$ cat src/rtl/pc_sequencer_pkg.sv
// Shared types and sizing helpers for the fetch-stage program-counter sequencer.
// Vector words are assembled least-significant word first.
package pc_sequencer_pkg;

  typedef enum logic [1:0] {
    LOAD  = 2'd0,
    RUN   = 2'd1,
    ILOAD = 2'd2
  } pc_state_e;

  localparam int unsigned RST_VEC_DEFAULT = 0;
  localparam int unsigned INT_VEC_DEFAULT = 2;

  function automatic int unsigned vec_words(input int unsigned addr_w, input int unsigned mem_w);
    return addr_w / mem_w;
  endfunction

  // Index must be able to hold NW itself, which marks "all reads issued".
  function automatic int unsigned vec_idx_w(input int unsigned nw);
    return $clog2(nw + 1);
  endfunction

endpackage

$ cat src/rtl/pc_sequencer_vector_loader.sv
// NW-word vector read engine: issues base+k reads while active, then reports
// which word is on the read-data bus one cycle later and when the last one lands.
module pc_vector_loader
  import pc_sequencer_pkg::*;
#(
  parameter int unsigned ADDR_W = 32,
  parameter int unsigned MEM_W  = 16,
  localparam int unsigned NW    = vec_words(ADDR_W, MEM_W),
  localparam int unsigned IDX_W = vec_idx_w(NW)
) (
  input  logic              clk,
  input  logic              rst_n,
  input  logic              i_active,
  input  logic [ADDR_W-1:0] i_base,
  output logic              o_rd_en,
  output logic [ADDR_W-1:0] o_rd_addr,
  output logic              o_cap,
  output logic [IDX_W-1:0]  o_cap_idx,
  output logic              o_done
);

  logic [IDX_W-1:0] r_idx;
  logic [IDX_W-1:0] r_cap_idx;
  logic             r_cap;
  logic             w_issue;

  assign w_issue   = i_active && (r_idx < IDX_W'(NW));
  // Gated by rst_n so the strobe is quiet while reset is held.
  assign o_rd_en   = w_issue && rst_n;
  assign o_rd_addr = i_base + ADDR_W'(r_idx);
  assign o_cap     = r_cap;
  assign o_cap_idx = r_cap_idx;
  assign o_done    = r_cap && (r_cap_idx == IDX_W'(NW - 1));

  always_ff @(posedge clk or negedge rst_n) begin
    if (!rst_n) begin
      r_idx     <= '0;
      r_cap_idx <= '0;
      r_cap     <= 1'b0;
    end else begin
      r_cap <= w_issue;
      if (w_issue) begin
        r_cap_idx <= r_idx;
        r_idx     <= r_idx + 1'b1;
      end else if (o_done) begin
        r_idx <= '0;
      end
    end
  end

endmodule

$ cat src/rtl/pc_sequencer.sv
// Fetch-stage program counter: reset/interrupt vector load, step/stall/wide,
// redirect override and interrupt entry with saved return address.
module pc_sequencer
  import pc_sequencer_pkg::*;
#(
  parameter int unsigned       ADDR_W  = 32,
  parameter int unsigned       MEM_W   = 16,
  parameter int unsigned       STEP    = 1,
  parameter logic [ADDR_W-1:0] RST_VEC = ADDR_W'(RST_VEC_DEFAULT),
  parameter logic [ADDR_W-1:0] INT_VEC = ADDR_W'(INT_VEC_DEFAULT)
) (
  input  logic              clk,
  input  logic              rst_n,
  input  logic              stall,
  input  logic              wide,
  input  logic              redirect_valid,
  input  logic [ADDR_W-1:0] redirect_addr,
  input  logic              int_req,
  output logic              vec_rd_en,
  output logic [ADDR_W-1:0] vec_rd_addr,
  input  logic [MEM_W-1:0]  vec_rd_data,
  output logic [ADDR_W-1:0] pc,
  output logic              pc_valid,
  output logic [ADDR_W-1:0] epc,
  output logic              int_ack
);

  localparam int unsigned NW    = vec_words(ADDR_W, MEM_W);
  localparam int unsigned IDX_W = vec_idx_w(NW);

  pc_state_e         r_state;
  pc_state_e         w_state_next;
  logic [ADDR_W-1:0] r_pc;
  logic [ADDR_W-1:0] w_pc_next;
  logic [ADDR_W-1:0] r_epc;
  logic [ADDR_W-1:0] w_epc_next;
  logic              r_int_pend;
  logic              w_int_pend_next;
  logic              r_int_ack;
  logic              w_take;
  logic [ADDR_W-1:0] w_step;
  logic [ADDR_W-1:0] w_base;
  logic              w_ld_cap;
  logic [IDX_W-1:0]  w_ld_cap_idx;
  logic              w_ld_done;

  assign w_base = (r_state == ILOAD) ? INT_VEC : RST_VEC;
  assign w_step = wide ? ADDR_W'(2 * STEP) : ADDR_W'(STEP);

  pc_vector_loader #(
    .ADDR_W (ADDR_W),
    .MEM_W  (MEM_W)
  ) u_loader (
    .clk       (clk),
    .rst_n     (rst_n),
    .i_active  (r_state != RUN),
    .i_base    (w_base),
    .o_rd_en   (vec_rd_en),
    .o_rd_addr (vec_rd_addr),
    .o_cap     (w_ld_cap),
    .o_cap_idx (w_ld_cap_idx),
    .o_done    (w_ld_done)
  );

  always_comb begin
    w_state_next = r_state;
    w_pc_next    = r_pc;
    w_epc_next   = r_epc;
    w_take       = 1'b0;
    case (r_state)
      RUN: begin
        // Redirect wins over everything; a pending interrupt waits for a free cycle.
        if (redirect_valid) begin
          w_pc_next = redirect_addr;
        end else if (r_int_pend && !stall) begin
          w_take       = 1'b1;
          w_epc_next   = r_pc;
          w_state_next = ILOAD;
        end else if (!stall) begin
          w_pc_next = r_pc + w_step;
        end
      end
      default: begin
        for (int i = 0; i < int'(NW); i++) begin
          if (w_ld_cap && (w_ld_cap_idx == IDX_W'(i))) begin
            w_pc_next[i*MEM_W +: MEM_W] = vec_rd_data;
          end
        end
        if (w_ld_done) begin
          w_state_next = RUN;
        end
      end
    endcase
    // A request arriving while one is being taken stays pending for the next round.
    w_int_pend_next = (r_int_pend && !w_take) || int_req;
  end

  always_ff @(posedge clk or negedge rst_n) begin
    if (!rst_n) begin
      r_state    <= LOAD;
      r_pc       <= '0;
      r_epc      <= '0;
      r_int_pend <= 1'b0;
      r_int_ack  <= 1'b0;
    end else begin
      r_state    <= w_state_next;
      r_pc       <= w_pc_next;
      r_epc      <= w_epc_next;
      r_int_pend <= w_int_pend_next;
      r_int_ack  <= w_take;
    end
  end

  assign pc       = r_pc;
  assign epc      = r_epc;
  assign pc_valid = (r_state == RUN);
  assign int_ack  = r_int_ack;

endmodule

$ cat config.mk
export PLATFORM = sky130hd
export DESIGN_NAME = pc_sequencer
export DESIGN_NICKNAME = d
export VERILOG_FILES = /design/src/rtl/pc_sequencer_pkg.sv /design/src/rtl/pc_sequencer_vector_loader.sv /design/src/rtl/pc_sequencer.sv
export SDC_FILE = /design/constraint.sdc
export NUM_CORES = 1
export LEC_CHECK = 0
export BUFFER_PORTS_ARGS = -buffer_cell sky130_fd_sc_hd__buf_2
export CAP_MARGIN = 0
export CORE_ASPECT_RATIO = 1.2
export CORE_MARGIN = 5
export CORE_UTILIZATION = 48
export DETAILED_ROUTE_END_ITERATION = 7
export GPL_TIMING_DRIVEN = 1
export HOLD_SLACK_MARGIN = 0.15
export PLACE_DENSITY = 0.78
export SETUP_SLACK_MARGIN = 0.2
export SLEW_MARGIN = 20
export SYNTH_ARGS = -nofsm -noshare
export SYNTH_HDL_FRONTEND = slang
export SYNTH_SLANG_ARGS = --single-unit
$ cat constraint.sdc
create_clock -name clk -period 2.8 [get_ports clk]
set_input_delay 0.28 -clock clk [delete_from_list [all_inputs] [get_ports clk]]
set_output_delay 0.28 -clock clk [all_outputs]
set_load 0.02 [all_outputs]
==> results of run 1 <==
## worst max-delay path: cells and delay by family, from the launching register on
kind | cells | cell delay (ps)
AND/OR/NAND/NOR | 5 | 1060
buffers and inverters | 2 | 270
adder cells (fa/ha/maj) | 2 | 640
flip-flops | 1 | 390
## logic make-up after synthesis
logic type / after synthesis / synth area share
DFF: 73 / 0.436
AOI/OAI and AO/OA: 119 / 0.188
and+or+nand+nor: 117 / 0.147
buffers and inverters: 69 / 0.0935
muxes: 36 / 0.0959
xor gates and xnor gates: 12 / 0.0251
other: 1 / 0.000896
adders and majority gates: 4 / 0.0137
## synth_stat cells, types with 3 or more instances
master	number	area share
nand2_1	37	0.033
dfrtp_1	73	0.44
xnor2_1	5	0.010
a2bb2oi_1	3	0.0063
xor2_1	7	0.015
buf_2	7	0.0084
o21ai_1	12	0.014
inv_1	10	0.0090
nor3_1	6	0.0072
and3_1	4	0.0060
a31oi_1	11	0.016
nor2_1	20	0.018
nand3_1	16	0.019
o21ai_0	21	0.025
buf_4	31	0.056
nand4_1	9	0.013
a221oi_1	4	0.0084
o31a_1	3	0.0063
clkbuf_1	18	0.016
mux2_2	33	0.089
a21oi_1	24	0.029
o311ai_1	3	0.0063
o211ai_1	11	0.020
nor4_1	3	0.0045
a21o_1	3	0.0054
mux2i_1	3	0.0072
a22o_1	3	0.0063
ha_1	3	0.0090
o31ai_1	3	0.0054
nand2b_1	4	0.0060
and2_1	6	0.0090
## routing by layer
metal	wire [µm]	up-vias
li1	-	1764
met1	4980	1880
met2	5910	184
met3	887	28
met4	410	0
met5	0	-
## state kept, by name, indices dropped and copies added (netlist names)
name / flops
epc: 32
pc: 32
r_state: 2
u_loader.o_cap_idx: 2
u_loader.r_idx: 2
int_ack: 1
r_int_pend: 1
u_loader.o_cap: 1
## cells in the final DEF, fill, tap and decap left out, types with 3 or more instances in the layout
| cell type | instances |
|---|---|
| o211ai_1 | 11 |
| dlygate4sd3_1 | 3 |
| nand2_1 | 37 |
| buf_2 | 122 |
| nor2_1 | 20 |
| clkbuf_8 | 12 |
| nor3_1 | 6 |
| dfrtp_1 | 73 |
| mux2i_1 | 3 |
| xor2_1 | 7 |
| o21ai_0 | 21 |
| nand2b_1 | 4 |
| and3_1 | 4 |
| o311ai_1 | 3 |
| nor4_1 | 3 |
| ha_1 | 3 |
| buf_4 | 16 |
| a2bb2oi_1 | 3 |
| o31a_1 | 3 |
| conb_1 | 29 |
| o31ai_1 | 3 |
| a22o_1 | 3 |
| a21oi_1 | 24 |
| nand3_1 | 16 |
| inv_1 | 10 |
| a221oi_1 | 4 |
| nand4_1 | 9 |
| a21o_1 | 3 |
| a31oi_1 | 11 |
| xnor2_1 | 5 |
| mux2_2 | 33 |
| o21ai_1 | 12 |
| and2_1 | 6 |
## timing repair
item,4_1_cts,5_1_grt
hold buffers,3,0
resized for setup,0,0
hold endpoints to repair,35,0
## through the flow
stage	area, µm²	instances	utilization	power, µW
after floorplan	4290	459	-	4170
after global placement	4820	656	0.563	5060
after detailed placement	4820	656	0.563	5180
after CTS	5060	675	0.590	6060
after global routing	5060	675	0.590	6460
final	5060	675	0.590	6040
## final cells by class
cell class	count	area share
repair buffers	141	0.150
clock inverters	2	0.00693
flip-flops and latches	73	0.361
well taps	117	0.0290
inverters	11	0.00817
clock buffers	14	0.0342
multi-input cells	317	0.410
## power groups by stage
stage	clock network [µW]	registers (µW)	logic, µW
after detailed placement	0	2150	3030
after global placement	0	2100	2960
after CTS	880	2130	3050
after floorplan	0	2540	1630
final	866	2130	3040
after global routing	946	2220	3290
## how the worst max path moves through the flow
stage               startpoint  endpoint  slack (ps)  depth (start not counted)
finish                   pc[0]    pc[28]         390                          9
global route             pc[0]    pc[12]         230                         10
global placement          wide    pc[28]         410                         11
detailed placement        wide    pc[28]         310                         11
floorplan                pc[0]    pc[24]         400                          9
CTS                      pc[0]    pc[28]         410                          9
==> results.sh, run 1 <==
export IMPL_hold_viol=0
export IMPL_startpoint_type="register"
export IMPL_cp_arrival_ps=2710
export IMPL_p_seq_frac=0.353
export IMPL_die_w_um=95.3
export IMPL_grt_max_degree=41
export IMPL_portBuffers=123
export IMPL_area_growth_pct=20.8
export IMPL_hold_path_depth=3
export IMPL_post_route_period_util=0.860
export IMPL_final_nets=611
export IMPL_p_per_area_mw_per_mm2=1190
export IMPL_cts_htree_levels=3
export IMPL_first_global_vias=3873
export IMPL_antenna_left=0
export IMPL_drc=0
export IMPL_multi_input_area_mm2=0.00207
export IMPL_vias=3856
export IMPL_r2r_end="pc[28]"
export IMPL_register_area_mm2=0.00183
export IMPL_switchingPower_uw=2810
export IMPL_yosys_warnings=0
export IMPL_antenna_found_initial=0
export IMPL_grt_busiest_layer="met2"
export IMPL_core_area_mm2=0.00856
export IMPL_initial_core_util=0.489
export IMPL_cts_clk_slew_worst_paths_ps=70
export IMPL_grt_use_met1=0.299
export IMPL_drive_above_1_share=0.344
export IMPL_r2r_start="pc[0]"
export IMPL_worst_slack_ps=391
export IMPL_leakage_uw=0.00238
export IMPL_maxSlewHeadroom=0.508
export IMPL_synth_edff_count=0
export IMPL_synth_ff_type="dfrtp_1"
export IMPL_cts_sinks=73
export IMPL_avgSynthCellArea_um2=9.71
export IMPL_cp_cell_sequence="ha_1 > inv_1 > fa_1 > nand4b_1 > nor3_2 > buf_4 > nand4_1 > or3_1 > nand3_1"
export IMPL_synth_cell_types=60
export IMPL_internal_power_uw=3220
export IMPL_clockBufferDepth=2
export IMPL_min_to="pc[27]"
export IMPL_fin_worst_skew_ps=8.04
export IMPL_setup_violations=0
export IMPL_top_level_ports=153
export IMPL_hp_class="input port to register"
export IMPL_grt_overflow_total=0
export IMPL_grt_setup_unrepaired="no"
export IMPL_firstDrtPassIters=7
export IMPL_maxSlewViolCount=0
export IMPL_synth_seq_cells=73
export IMPL_holdCritStartpoint="redirect_addr[27]"
export IMPL_slowest_stage="fa_1"
export IMPL_cts_setup_buffers=0
export IMPL_worstSetupPathType="register to register"
export IMPL_die_y_um=112
export IMPL_die_area_mm2=0.0107
export IMPL_grt_pass1_wl_mm=19.3
export IMPL_tns_ps=0
export IMPL_gr_usage_met2=0.369
export IMPL_ys_seq_area_frac=0.436
export IMPL_fillers=767
export IMPL_max_cap_violations=0
export IMPL_dpl_hpwl_mm=9.08
export IMPL_netSwitchingFraction=0.466
export IMPL_diodes=0
export IMPL_tritoncts="yes"
export IMPL_synthArstFlopShare=1.00
export IMPL_crit_required_ps=3100
export IMPL_ir_drop_mv=0.556
export IMPL_drt_iter0_markers=313
export IMPL_wl_mm=12.2
export IMPL_path_max_fanout=12
export IMPL_combPwrFrac=0.503
export IMPL_critPathCaptureType="register"
export IMPL_holdWs_ps=169
export IMPL_track_usage=0.233
export IMPL_clockPowerShare=0.143
export IMPL_cts_root_buf="clkbuf_8"
export IMPL_syn_area_mm2=0.00419
export IMPL_vias_per_cell=5.71
export IMPL_routedWlPerCell_um=18.0
export IMPL_outcome="completed"
export IMPL_worst_pin_slew_ps=738
export IMPL_gr_usage_met3=0.0509
export IMPL_gp_congestion=0.910
export IMPL_pre_cts_slack_ps=305
export IMPL_rows=37
export IMPL_r2r_slack_ps=390
export IMPL_r2r_cells=9
export IMPL_synthCells=431
export IMPL_cts_buffers=9
export IMPL_insertion_delay_ps=360
export IMPL_min_period_ps=2410
export IMPL_cpPeakStageDelay_ps=430
export IMPL_fmax_mhz=415
No activity file was read; power rests on OpenSTA's default activity.
==> inputs of run 2 (changes only) <==
==> constraint.sdc (replaced) <==
create_clock -name clk -period 2.8 [get_ports clk]
set_input_delay 0.56 -clock clk [delete_from_list [all_inputs] [get_ports clk]]
set_output_delay 0.56 -clock clk [all_outputs]
set_load 0.02 [all_outputs]
==> results.sh, run 2 (synthesis results as in run 1) <==
export IMPL_outcome="completed"
export IMPL_p_per_area_mw_per_mm2=1190
export IMPL_wl_mm=12.0
export IMPL_grt_pass1_wl_mm=18.8
export IMPL_cts_setup_buffers=0
export IMPL_diodes=0
export IMPL_holdWs_ps=399
export IMPL_internal_power_uw=3180
export IMPL_area_growth_pct=19.9
export IMPL_design_power_total_uw=5980
export IMPL_insertion_delay_ps=360
export IMPL_drt_iter0_markers=267
export IMPL_vias_per_cell=5.75
export IMPL_cts_htree_levels=3
export IMPL_firstDrtPassIters=5
export IMPL_die_y_um=112
export IMPL_initial_core_util=0.489
export IMPL_track_usage=0.228
export IMPL_portBuffers=123
export IMPL_placed_cells=656
export IMPL_rows=37
export IMPL_die_w_um=95.3
export IMPL_ir_drop_mv=0.578
export IMPL_setup_violations=0
export IMPL_hp_class="input port to register"
export IMPL_tns_ps=0
export IMPL_crit_required_ps=3090
export IMPL_critPathCaptureType="register"
export IMPL_antenna_found_initial=0
export IMPL_hold_viol=0
export IMPL_max_cap_violations=0
export IMPL_routedWlPerCell_um=17.9
export IMPL_die_area_mm2=0.0107
export IMPL_maxSlewHeadroom=0.379
export IMPL_p_seq_frac=0.354
export IMPL_grt_setup_unrepaired="no"
export IMPL_layout_common_cells="122 x buf_2, 73 x dfrtp_1, 37 x nand2_1"
export IMPL_cts_resized_gates=0
export IMPL_gp_congestion=0.902
export IMPL_antenna_left=0
export IMPL_tritoncts="yes"
export IMPL_cts_buffers=9
export IMPL_top_level_ports=153
export IMPL_min_period_ps=2420
export IMPL_path_max_fanout=15
export IMPL_worstSetupPathType="input port to register"
export IMPL_netSwitchingFraction=0.469
export IMPL_maxSlewViolCount=0
export IMPL_mostFrequentLayoutCell="buf_2"
export IMPL_layout_cells_non_filler=672
export IMPL_r2r_cells=9
export IMPL_fmax_mhz=414
export IMPL_core_area_mm2=0.00856
export IMPL_post_route_period_util=0.864
export IMPL_dpl_hpwl_mm=8.91
export IMPL_grt_max_degree=74
export IMPL_worst_pin_slew_ps=931
export IMPL_drc=0
export IMPL_switchingPower_uw=2810
export IMPL_cp_arrival_ps=2710
export IMPL_leakage_uw=0.00236
export IMPL_drive_above_1_share=0.344
export IMPL_grt_overflow_total=0
export IMPL_cts_clk_slew_worst_paths_ps=70
export IMPL_clockBufferDepth=2
export IMPL_vias=3864
export IMPL_first_global_vias=3773
export IMPL_startpoint_type="input port"
export IMPL_clockPowerShare=0.138
export IMPL_hold_path_depth=2
export IMPL_final_nets=608
export IMPL_fin_worst_skew_ps=14.9
export IMPL_hold_buffers=0
export IMPL_cts_sinks=73
export IMPL_cts_root_buf="clkbuf_8"
export IMPL_combPwrFrac=0.507
==> run 2: cell count changes in the layout (fill, tap and decap cells not counted) <==
cell	delta
dlygate4sd3_1	-3
buf_12	+1
clkbuf_8	-2
clkbuf_1	+1
buf_4	-1
clkinv_2	+1
==> run 2: metrics by stage <==
stage               setup WS, ps  utilization  cell area [µm²]
floorplan                    266            -             4290
global placement             144        0.564             4830
detailed placement          55.1        0.564             4830
CTS                          428        0.586             5020
global route                 278        0.586             5020
finish                       382        0.586             5020
==> run 2: final timing paths <==
kind | endpoint | slack [ps] | start
min in group asynchronous | u_loader.r_idx[0] | 440 | rst_n
worst min-delay path | r_int_pend | 400 | int_req
worst min register to register | r_state[1] | 490 | r_state[1]
worst max register to register | pc[28] | 410 | pc[0]
worst max-delay path | pc[28] | 380 | wide
max in group asynchronous | epc[12] | 1770 | rst_n
==> run 2: final cells by class <==
type / count / area [µm²]
Clock buffer: 13 / 149
Clock inverter: 3 / 40.0
Inverter: 11 / 41.3
Multi-Input combinational cell: 317 / 2070
Fill cell: 761 / 3540
Tap cell: 117 / 146
Sequential cell: 73 / 1830
Timing Repair Buffer: 138 / 743
==> run 2: routing by layer <==
layer	part of all wire	wire length [µm]	global-route usage	up-vias
li1	-	-	-	1744
met1	0.39	4640	0.281	1862
met2	0.49	5870	0.366	214
met3	0.088	1060	0.0442	44
met4	0.039	471	0.134	0
met5	0	0	0	-
==> run 2: power by group through the flow <==
stage | Sequential (µW) | Combinational [µW] | Clock (µW)
after CTS | 2120 | 3050 | 845
after global routing | 2210 | 3290 | 904
final | 2120 | 3040 | 827
after detailed placement | 2130 | 3030 | 0
after global placement | 2090 | 2960 | 0
after floorplan | 2540 | 1630 | 0
==> run 2: critical path: stages <==
cell      delay (ps)
buf_2            110
inv_1            110
ha_1             210
inv_1             60
fa_1             440
nand4b_1         250
nor3_2           200
buf_4            240
nand4_1          130
or3_1            320
nand3_1           90
==> inputs of run 3 (changes only) <==
- ABC_CLOCK_PERIOD_IN_PS: unset -> 2800
- BUFFER_PORTS_ARGS: -buffer_cell sky130_fd_sc_hd__buf_2 -> -buffer_cell sky130_fd_sc_hd__buf_4
- REMOVE_ABC_BUFFERS: unset -> 1
==> results.sh, run 3 (synthesis results as in run 1) <==
export IMPL_worst_slack_ps=388
export IMPL_vias_per_cell=5.83
export IMPL_min_period_ps=2410
export IMPL_leakage_uw=0.00245
export IMPL_cp_arrival_ps=2710
export IMPL_post_route_period_util=0.861
export IMPL_final_nets=608
export IMPL_maxSlewViolCount=0
export IMPL_routedWlPerCell_um=18.5
export IMPL_slowest_stage="fa_1"
export IMPL_worst_pin_slew_ps=940
export IMPL_setup_violations=0
export IMPL_cpPeakStageDelay_ps=370
export IMPL_internal_power_uw=3440
export IMPL_outcome="completed"
export IMPL_dpl_hpwl_mm=9.10
export IMPL_post_route_util=0.621
export IMPL_r2r_cells=9
export IMPL_cts_clk_slew_worst_paths_ps=80
export IMPL_tritoncts="yes"
export IMPL_antenna_found_initial=0
export IMPL_cts_setup_buffers=0
export IMPL_diodes=0
export IMPL_cts_sinks=73
export IMPL_initial_core_util=0.489
export IMPL_grt_setup_unrepaired="no"
export IMPL_insertion_delay_ps=350
export IMPL_netSwitchingFraction=0.454
export IMPL_core_area_mm2=0.00856
export IMPL_clockPowerShare=0.127
export IMPL_antenna_left=0
export IMPL_die_area_mm2=0.0107
export IMPL_startpoint_type="input port"
export IMPL_portBuffers=123
export IMPL_grt_overflow_total=0
export IMPL_hold_path_depth=2
export IMPL_worstSetupPathType="input port to register"
export IMPL_first_global_vias=3942
export IMPL_p_seq_frac=0.340
export IMPL_top_level_ports=153
export IMPL_grt_pass1_wl_mm=19.7
export IMPL_grt_max_degree=74
export IMPL_max_cap_violations=0
export IMPL_holdWs_ps=391
export IMPL_crit_required_ps=3090
export IMPL_p_per_area_mw_per_mm2=1180
export IMPL_hold_viol=0
export IMPL_clockBufferDepth=2
export IMPL_vias=3909
export IMPL_fmax_mhz=415
export IMPL_area_growth_pct=27.1
export IMPL_cts_buffers=9
export IMPL_ir_drop_mv=0.700
export IMPL_fillers=756
export IMPL_drive_above_1_share=0.350
export IMPL_fin_worst_skew_ps=8.42
export IMPL_wl_mm=12.4
export IMPL_cts_root_buf="clkbuf_8"
export IMPL_pre_cts_slack_ps=47.1
export IMPL_mostFrequentLayoutCell="buf_4"
export IMPL_cts_htree_levels=3
export IMPL_gp_congestion=0.893
export IMPL_maxSlewHeadroom=0.373
export IMPL_firstDrtPassIters=6
export IMPL_combPwrFrac=0.532
export IMPL_hold_buffers=0
export IMPL_rows=37
export IMPL_drc=0
export IMPL_critPathCaptureType="register"
export IMPL_die_y_um=112
export IMPL_cts_resized_gates=0
export IMPL_path_max_fanout=10
export IMPL_track_usage=0.237
export IMPL_cp_cell_sequence="buf_4 > inv_1 > ha_1 > inv_1 > fa_1 > nand4b_1 > nor3_2 > buf_4 > nand4_1 > or3_1 > nand3_1"
export IMPL_switchingPower_uw=2860
export IMPL_die_w_um=95.3
export IMPL_hp_class="input port to register"
export IMPL_drt_iter0_markers=234
export IMPL_layout_common_cells="137 x buf_4, 73 x dfrtp_1, 36 x nand2_1"
==> run 3: cell count changes in the layout (fill, tap and decap cells not counted), sizes merged <==
cell      previous run  this run
clkinv               2         3
clkinvlp             0         2
clkbuf              13         9
==> run 3: worst paths after layout <==
path	start	endpoint	slack, ps
max in group asynchronous	rst_n	epc[20]	1730
hold reg to reg	epc[24]	epc[24]	510
setup / recovery	wide	pc[28]	390
setup reg to reg	pc[0]	pc[28]	390
hold / removal	int_req	r_int_pend	390
min in group asynchronous	rst_n	epc[18]	440
==> run 3: per-stage QoR <==
stage | cells | TNS (ps) | total power (µW) | instance area, µm²
CTS | 671 | 0 | 6320 | 5320
global route | 671 | 0 | 6730 | 5320
floorplan | 401 | -3540 | 4050 | 3940
detailed placement | 656 | 0 | 5510 | 5140
global placement | 656 | 0 | 5370 | 5140
finish | 671 | 0 | 6300 | 5320
==> run 3: power by group through the flow <==
| stage | combinational, µW | sequential, µW | clock (µW) |
|---|---|---|---|
| 2_1_floorplan | 1460 | 2590 | 0 |
| 3_3_place_gp | 3250 | 2120 | 0 |
| 3_5_place_dp | 3350 | 2160 | 0 |
| 4_1_cts | 3370 | 2140 | 819 |
| 5_1_grt | 3620 | 2240 | 872 |
| 6_report | 3360 | 2150 | 803 |
==> run 3: critical path, delay by kind of cell <==
kind / cells / cell delay (ps)
buffers and inverters: 4 / 490
AND/OR/NAND/NOR: 5 / 1070
adder cells (fa/ha/maj): 2 / 580
==> run 3: final cells by class <==
type	count	area, µm²	share of cell area
clock inverters	6	60.1	0.0113
repair buffers	138	1050	0.197
inverters	11	41.3	0.00776
flip-flops and latches	73	1830	0.343
clock buffers	9	124	0.0233
multi-input cells	317	2080	0.390
well taps	117	146	0.0275
==> run 3: per-layer routing <==
metal / part of all wire / vias to the layer above / track usage
met5: 0 / - / 0
met4: 0.036 / 0 / 0.111
met3: 0.078 / 41 / 0.0543
met2: 0.51 / 208 / 0.395
met1: 0.38 / 1906 / 0.287
li1: - / 1754 / -
